**config.mk**
```make
export PLATFORM = sky130hd
export DESIGN_NAME = param_load_counter
export DESIGN_NICKNAME = d
export VERILOG_FILES = /design/src/rtl/plcnt_pkg.sv /design/src/rtl/plcnt_prescaler.sv /design/src/rtl/param_load_counter.sv
export SDC_FILE = /design/constraint.sdc
export NUM_CORES = 1
export LEC_CHECK = 0
export CORE_UTILIZATION = 49
export DETAILED_ROUTE_END_ITERATION = 10
export PLACE_DENSITY_LB_ADDON = 0.1
export SLEW_MARGIN = 0
export SYNTH_ARGS = -nofsm -noshare
export SYNTH_HDL_FRONTEND = slang
export SYNTH_SLANG_ARGS = --single-unit
```
**constraint.sdc**
```tcl
create_clock -name clock -period 3.4 [get_ports clock]
set_clock_uncertainty 0.05 [all_clocks]
set_input_delay 0.34 -clock clock [delete_from_list [all_inputs] [get_ports clock]]
set_output_delay 0.34 -clock clock [all_outputs]
set_load 0.05 [all_outputs]
```
**src/rtl/plcnt_pkg.sv**
```systemverilog
// Shared definitions for the loadable up/down counter: FSM encodings and a
// width helper for the optional prescaler.
package plcnt_pkg;

  localparam logic [1:0] ST_IDLE = 2'b00;
  localparam logic [1:0] ST_RUN  = 2'b01;
  localparam logic [1:0] ST_HOLD = 2'b10;

  typedef enum logic [1:0] {
    IDLE = ST_IDLE,
    RUN  = ST_RUN,
    HOLD = ST_HOLD
  } plcnt_state_e;

  // A divisor of 1 still needs a one-bit register so the tick compare is legal.
  function automatic int unsigned prescale_w(input int unsigned div);
    return (div > 1) ? $clog2(div) : 1;
  endfunction

endpackage

```
**src/rtl/plcnt_prescaler.sv**
```systemverilog
// Step-rate divider: counts qualified cycles and flags the last one of every
// PRESCALE-cycle window. Only instantiated when PLCNT_PRESCALE_EN is defined.
module plcnt_prescaler
  import plcnt_pkg::*;
#(
  parameter int unsigned PRESCALE = 4
) (
  input  logic clock,
  input  logic reset,
  input  logic clear_i,
  input  logic count_i,
  output logic tick_o
);

  localparam int unsigned    PW   = prescale_w(PRESCALE);
  localparam logic [PW-1:0]  LAST = PW'(PRESCALE - 1);

  logic [PW-1:0] pre_q;
  logic [PW-1:0] pre_d;

  assign tick_o = (pre_q == LAST);

  always_comb begin
    pre_d = pre_q;
    if (clear_i) begin
      pre_d = '0;
    end else if (count_i) begin
      pre_d = tick_o ? '0 : pre_q + 1'b1;
    end
  end

  always_ff @(posedge clock or posedge reset) begin
    if (reset) begin
      pre_q <= '0;
    end else begin
      pre_q <= pre_d;
    end
  end

endmodule

```
**src/rtl/param_load_counter.sv**
```systemverilog
// Loadable up/down counter with auto-reload or one-shot terminal handling.
// Optional step prescaler enabled by defining PLCNT_PRESCALE_EN.
module param_load_counter
  import plcnt_pkg::*;
#(
  parameter int unsigned      WIDTH     = 4,
  parameter logic [WIDTH-1:0] RESET_VAL = {WIDTH{1'b1}},
  parameter logic [WIDTH-1:0] TC_VAL    = {{(WIDTH-1){1'b0}}, 1'b1},
  parameter int unsigned      PRESCALE  = 4
) (
  input  logic             clock,
  input  logic             reset,
  input  logic             clkEN,
  input  logic             ldcnt,
  input  logic [WIDTH-1:0] NumData,
  input  logic             cnt_en,
  input  logic             up,
  input  logic             auto_rl,
  output logic [WIDTH-1:0] count,
  output logic             co,
  output logic             tc_pulse,
  output logic             done
);

  logic [WIDTH-1:0] count_q,  count_d;
  logic [WIDTH-1:0] reload_q, reload_d;
  plcnt_state_e     state_q,  state_d;
  logic             tc_q,     tc_d;

  logic             load;
  logic             qual;
  logic             tick;
  logic             step;
  logic [WIDTH-1:0] term;

  assign load = clkEN & ldcnt;
  assign qual = clkEN & cnt_en & (state_q == RUN);
  assign step = qual & ~ldcnt & tick;
  assign term = up ? {WIDTH{1'b1}} : TC_VAL;

`ifdef PLCNT_PRESCALE_EN
  plcnt_prescaler #(
    .PRESCALE (PRESCALE)
  ) u_prescaler (
    .clock   (clock),
    .reset   (reset),
    .clear_i (load),
    .count_i (qual),
    .tick_o  (tick)
  );
`else
  // Every qualified cycle steps; the divisor has no effect in this build.
  logic unused_prescale;
  assign unused_prescale = ^PRESCALE;
  assign tick            = 1'b1;
`endif

  always_comb begin
    count_d  = count_q;
    reload_d = reload_q;
    state_d  = state_q;
    tc_d     = 1'b0;
    if (load) begin
      count_d  = NumData;
      reload_d = NumData;
      state_d  = RUN;
    end else if (step) begin
      if (count_q == term) begin
        tc_d = 1'b1;
        if (auto_rl) begin
          count_d = reload_q;
        end else begin
          state_d = HOLD;
        end
      end else if (up) begin
        count_d = count_q + 1'b1;
      end else begin
        // Loads below TC_VAL wrap through zero on their way down.
        count_d = count_q - 1'b1;
      end
    end
  end

  always_ff @(posedge clock or posedge reset) begin
    if (reset) begin
      count_q  <= RESET_VAL;
      reload_q <= RESET_VAL;
      state_q  <= IDLE;
      tc_q     <= 1'b0;
    end else begin
      count_q  <= count_d;
      reload_q <= reload_d;
      state_q  <= state_d;
      tc_q     <= tc_d;
    end
  end

  assign count    = count_q;
  assign co       = (count_q == term);
  assign tc_pulse = tc_q;
  assign done     = (state_q == HOLD);

endmodule

```
Word-level counts from Yosys, hierarchy flattened
Index checks and enable logic that the tools add are counted.
Word-level totals
  word-level logic and storage cells: 33
  input port bits: 11
  flip-flop bits (word level): 11
Cells by class
  equality and inequality tests: 5
  mux-type cells: 13
  bitwise operators: 5
  add/sub/neg operators: 2
  reduce and logical (&&, ||, !) cells: 4
Operators with widths (number)
  4-bit two-way mux: 6
  2-bit two-way mux: 4
  4-bit by 1-bit adder with 4-bit output (second input constant): 1
  1-bit bitwise AND: 4
  4-bit == test: 1
  2-bit nonzero test: 2
  4-bit by 1-bit subtractor with 4-bit output (second input constant): 1
  1-bit two-way mux: 3
  3-bit by 2-bit != test with 1-bit output (second input constant): 1
  3-bit AND reduction: 1
  2-bit by 1-bit == test with 1-bit output (second input constant): 1
  2-bit == test (second input constant): 1
  2-bit by 1-bit != test with 1-bit output (second input constant): 1
  2-bit AND reduction: 1
  1-bit NOT: 1

Longest topological paths before layout
  word-level depth: 5
  gate-level depth with buffers: 8
  depth with buffers taken out: 8

Worst setup path before layout
No wires, ideal clock.
  kind: reg-to-reg
  start: register count_q[1], in the netlist count[1]
  end: register count_q[3], in the netlist count[3]
  buffers on the path: 0
  clock period less this slack: 2.217 ns
  setup slack: 1.183 ns
  cell stages (with the launch flop): 7
  arrival: 2.085 ns
  library setup time: 0.082 ns
  path through: dfstp_2 > ha_1 > ha_1 > and2_4 > a2111oi_2 > o31ai_1 > mux2_4
On the way
  word-level cells in the longest chain between the ends: 5
  elaborated cells on any way between the ends: 9
  classes of those cells: add/sub: 2; eq/ne: 2; mux: 4; reduce/logical: 1
RTL lines
  from (decl): line param_load_counter.sv:25  | logic [WIDTH-1:0] count_q, count_d;
  from (signal assigned): line param_load_counter.sv:91  | count_q <= count_d;
  4-bit by 1-bit subtractor with 4-bit output / 4-bit by 1-bit adder with 4-bit output (equally long branches): line param_load_counter.sv:79, param_load_counter.sv:76
  4-bit two-way mux: line param_load_counter.sv:75  | end else if (up) begin
  4-bit two-way mux: line param_load_counter.sv:68  | if (count_q == term) begin
  4-bit two-way mux: line param_load_counter.sv:67  | end else if (step) begin
  4-bit two-way mux: line param_load_counter.sv:63  | if (load) begin
Several ways; a longest one is shown, not always the timed one. The select of a mux whose other input is x is not followed.
A chain may end at the register's enable or synchronous reset.

Final worst setup path
  start: input port up
  end: output port co
On the way
  word-level cells in the longest chain between the ends: 2
RTL lines
  from (decl): line param_load_counter.sv:17  | input logic up,
  4-bit two-way mux: line param_load_counter.sv:39  | assign term = up ? {WIDTH{1'b1}} : TC_VAL;
  4-bit == test: line param_load_counter.sv:99  | assign co = (count_q == term);
  to (decl): line param_load_counter.sv:20  | output logic co,
No other way between the ends.

==> reports/metrics.yaml <==
crit_family: "buffers and inverters"
path_depth: 8
cap_violations: 0
wl_um: 1430
gp_congestion: 0.806
via_count: 563
max_freq_mhz: 392
coreArea_um2: 1300
overflow: 0
ant_nets: 0
endpoint_kind: "primary output"
die-area_um2: 1550
ir_drop_uv: 320
grt_max_degree: 12
wl_per_cell_um: 13.7
worstMarginPinSlew_ns: 0.496
numCtsBuffers: 3
hold_viol: 0
start_util_pct: 52.5
reg2reg_setup_slack_ns: 1.28
cts.clk_slew.worst_paths_ns: 0.07
cts.sinks: 11
cts_setup_buffers: 0
period_minus_slack_ns: 2.55
antenna_cells: 0
vias_per_cell: 5.41
rsz0062_at_grt: "false"
hold_class: "in2async"
grt_pass1_wl_um: 2230
firstDrtPassIters: 4
path_class: "in2out"
cpPeakStageDelay_ns: 0.52
yosysSeqAreaShare_pct: 41.8
io_pins: 18
drv_slew: 0
h-tree-depth: 1
ys_seq_elements: 11
ctsResizeCount: 0
setup_viol: 0
pwr_density_cell_nw_per_um2: 675
rr_worst_depth: 6
cp.arrival_ns: 2.16
layout-drive-gt1-share_pct: 22.5
clockRootBuffer: "clkbuf_4"
fill_cells: 119
die_h_um: 39.3
crit-reg2reg-capture: "count[3]"
max_slew_margin_pct: 66.9
synthCells: 69
critPathLaunchType: "input port"
yosys_warnings: 0
crit_start: "up"
first_global_vias: 556
nNetsFinal: 105
whs_ns: 0.310
clk_latency_ns: 0.27
drc: 0
tns_ns: 0
period_share_pct: 75.1
r2r-start: "count[1]"
cts_buffer_depth: 2
path_cells: "clkdlybuf4s50_1, inv_1, ha_1, ha_1, and2_4, nand2_1, inv_1, buf_4"
required_ns: 3.01
power.leakage_uw: 0.000395
syn_to_final_growth_pct: 30.6
ys_async_sr_fraction_pct: 100
avgSynthCellArea_um2: 9.90
antenna_found_initial: 0
num_rows: 13
outcome: "finished, final reports clean"
grtUsageTotal_pct: 21.7
synth_nets: 84
worstPathMaxFanout: 4
dominantRegCellSynth: "dfstp_2"
io_buffers: 17
ctsHoldBuffers: 0
die_w_um: 39.3
path_buf_inv: 4
netlist_area_um2: 683
yosysUniqueCellTypes: 28
synth_edf_count: 0
dp_hpwl_um: 1070
crit_path_end: "co"
cts_tree: "done"
slowest_stage: "clkdlybuf4s50_1"
dr.first_iter.drc_count: 16
## cells in the final DEF (no fill, tap or decap), drive strengths merged, types with 2 or more instances in the layout
cell type,instances
a2111oi,2
a21oi,3
and2,2
clkbuf,4
clkdlybuf4s50,16
dfrtp,3
dfstp,8
ha,3
inv,6
mux2,2
nand2,17
nor2,2
nor3,4
o21ai,2
o221ai,2
o31ai,2
xor2,2
## how the worst min path moves through the flow
stage | cells after the start | startpoint | slack [ns] | end
after CTS | 2 | reset | 0.33 | tc_pulse
after global routing | 2 | reset | 0.36 | tc_pulse
final | 2 | reset | 0.31 | tc_pulse
after global placement | 2 | reload_q[0] | 0.40 | reload_q[0]
after floorplan | 1 | reset | 0.14 | state_q[0]
after detailed placement | 2 | reload_q[1] | 0.40 | reload_q[1]
## metal layers
metal	global-route usage (%)	vias up	part of all wire, %	wire length (um)
li1	-	279	-	-
met1	27.8	259	49	701
met2	33.8	23	44	631
met3	3.98	2	5.7	81
met4	12.1	0	0.98	14
met5	0	-	0	0
## cells by family after synthesis
| group | count (synthesis) | share of synthesized area, % |
|---|---|---|
| mux | 2 | 4.40 |
| xor+xnor | 3 | 3.85 |
| flops | 11 | 41.8 |
| simple gates | 27 | 19.0 |
| compound gates | 15 | 18.7 |
| fa+ha+maj | 4 | 8.43 |
| buf+inv | 7 | 3.85 |
## stage by stage
| stage | total power, uW | instance area [um2] | cells | worst slack, ns | util (%) |
|---|---|---|---|---|---|
| finish | 602 | 892 | 104 | 0.848 | 68.6 |
| global route | 636 | 892 | 104 | 0.745 | 68.6 |
| CTS | 601 | 892 | 104 | 0.865 | 68.6 |
| detailed placement | 511 | 866 | 100 | 0.781 | 66.5 |
| global placement | 503 | 866 | 100 | 0.868 | 66.5 |
| floorplan | 426 | 683 | 69 | 1.18 | - |
## power breakdown
part / leakage [uW] / switching, uW / internal, uW
Sequential: 0.000121 / 28.2 / 174
Combinational: 0.000259 / 181 / 128
Clock: 0.0000150 / 45.3 / 45.4
## cell usage after synthesis, types with 2 or more instances
cell type / instances / share of area (%)
nor2_1: 2 / 1.1
o221ai_1: 2 / 2.6
o31ai_1: 2 / 2.2
dfrtp_1: 3 / 11
nor3_1: 3 / 2.2
dfstp_2: 8 / 31
xor2_1: 2 / 2.6
nand2_1: 16 / 8.8
a2111oi_2: 2 / 4.4
ha_1: 3 / 5.5
a21oi_1: 3 / 2.2
inv_1: 6 / 3.3
mux2_4: 2 / 4.4
## worst register-to-register path: stages (launching register included)
cell       delay, ns
dfstp_2         0.57
ha_1            0.27
ha_1            0.23
and2_4          0.17
a2111oi_2       0.38
o31ai_1         0.13
mux2_4          0.26
## sequential cells by signal, summed over array words and instances, names as in the netlist
| signal | count |
|---|---|
| count | 4 |
| reload_q | 4 |
| state_q | 2 |
| tc_pulse | 1 |
## final cells by class
cell class              instances  area, um2  share of cell area [%]
clock buffers                   4       26.3                    2.95
inverters                       6       22.5                    2.52
well taps                      15       18.8                    2.10
multi-input cells              51        372                    41.7
flip-flops and latches         11        285                    32.0
repair buffers                 17        168                    18.8
(Power assumes the default switching activity.)
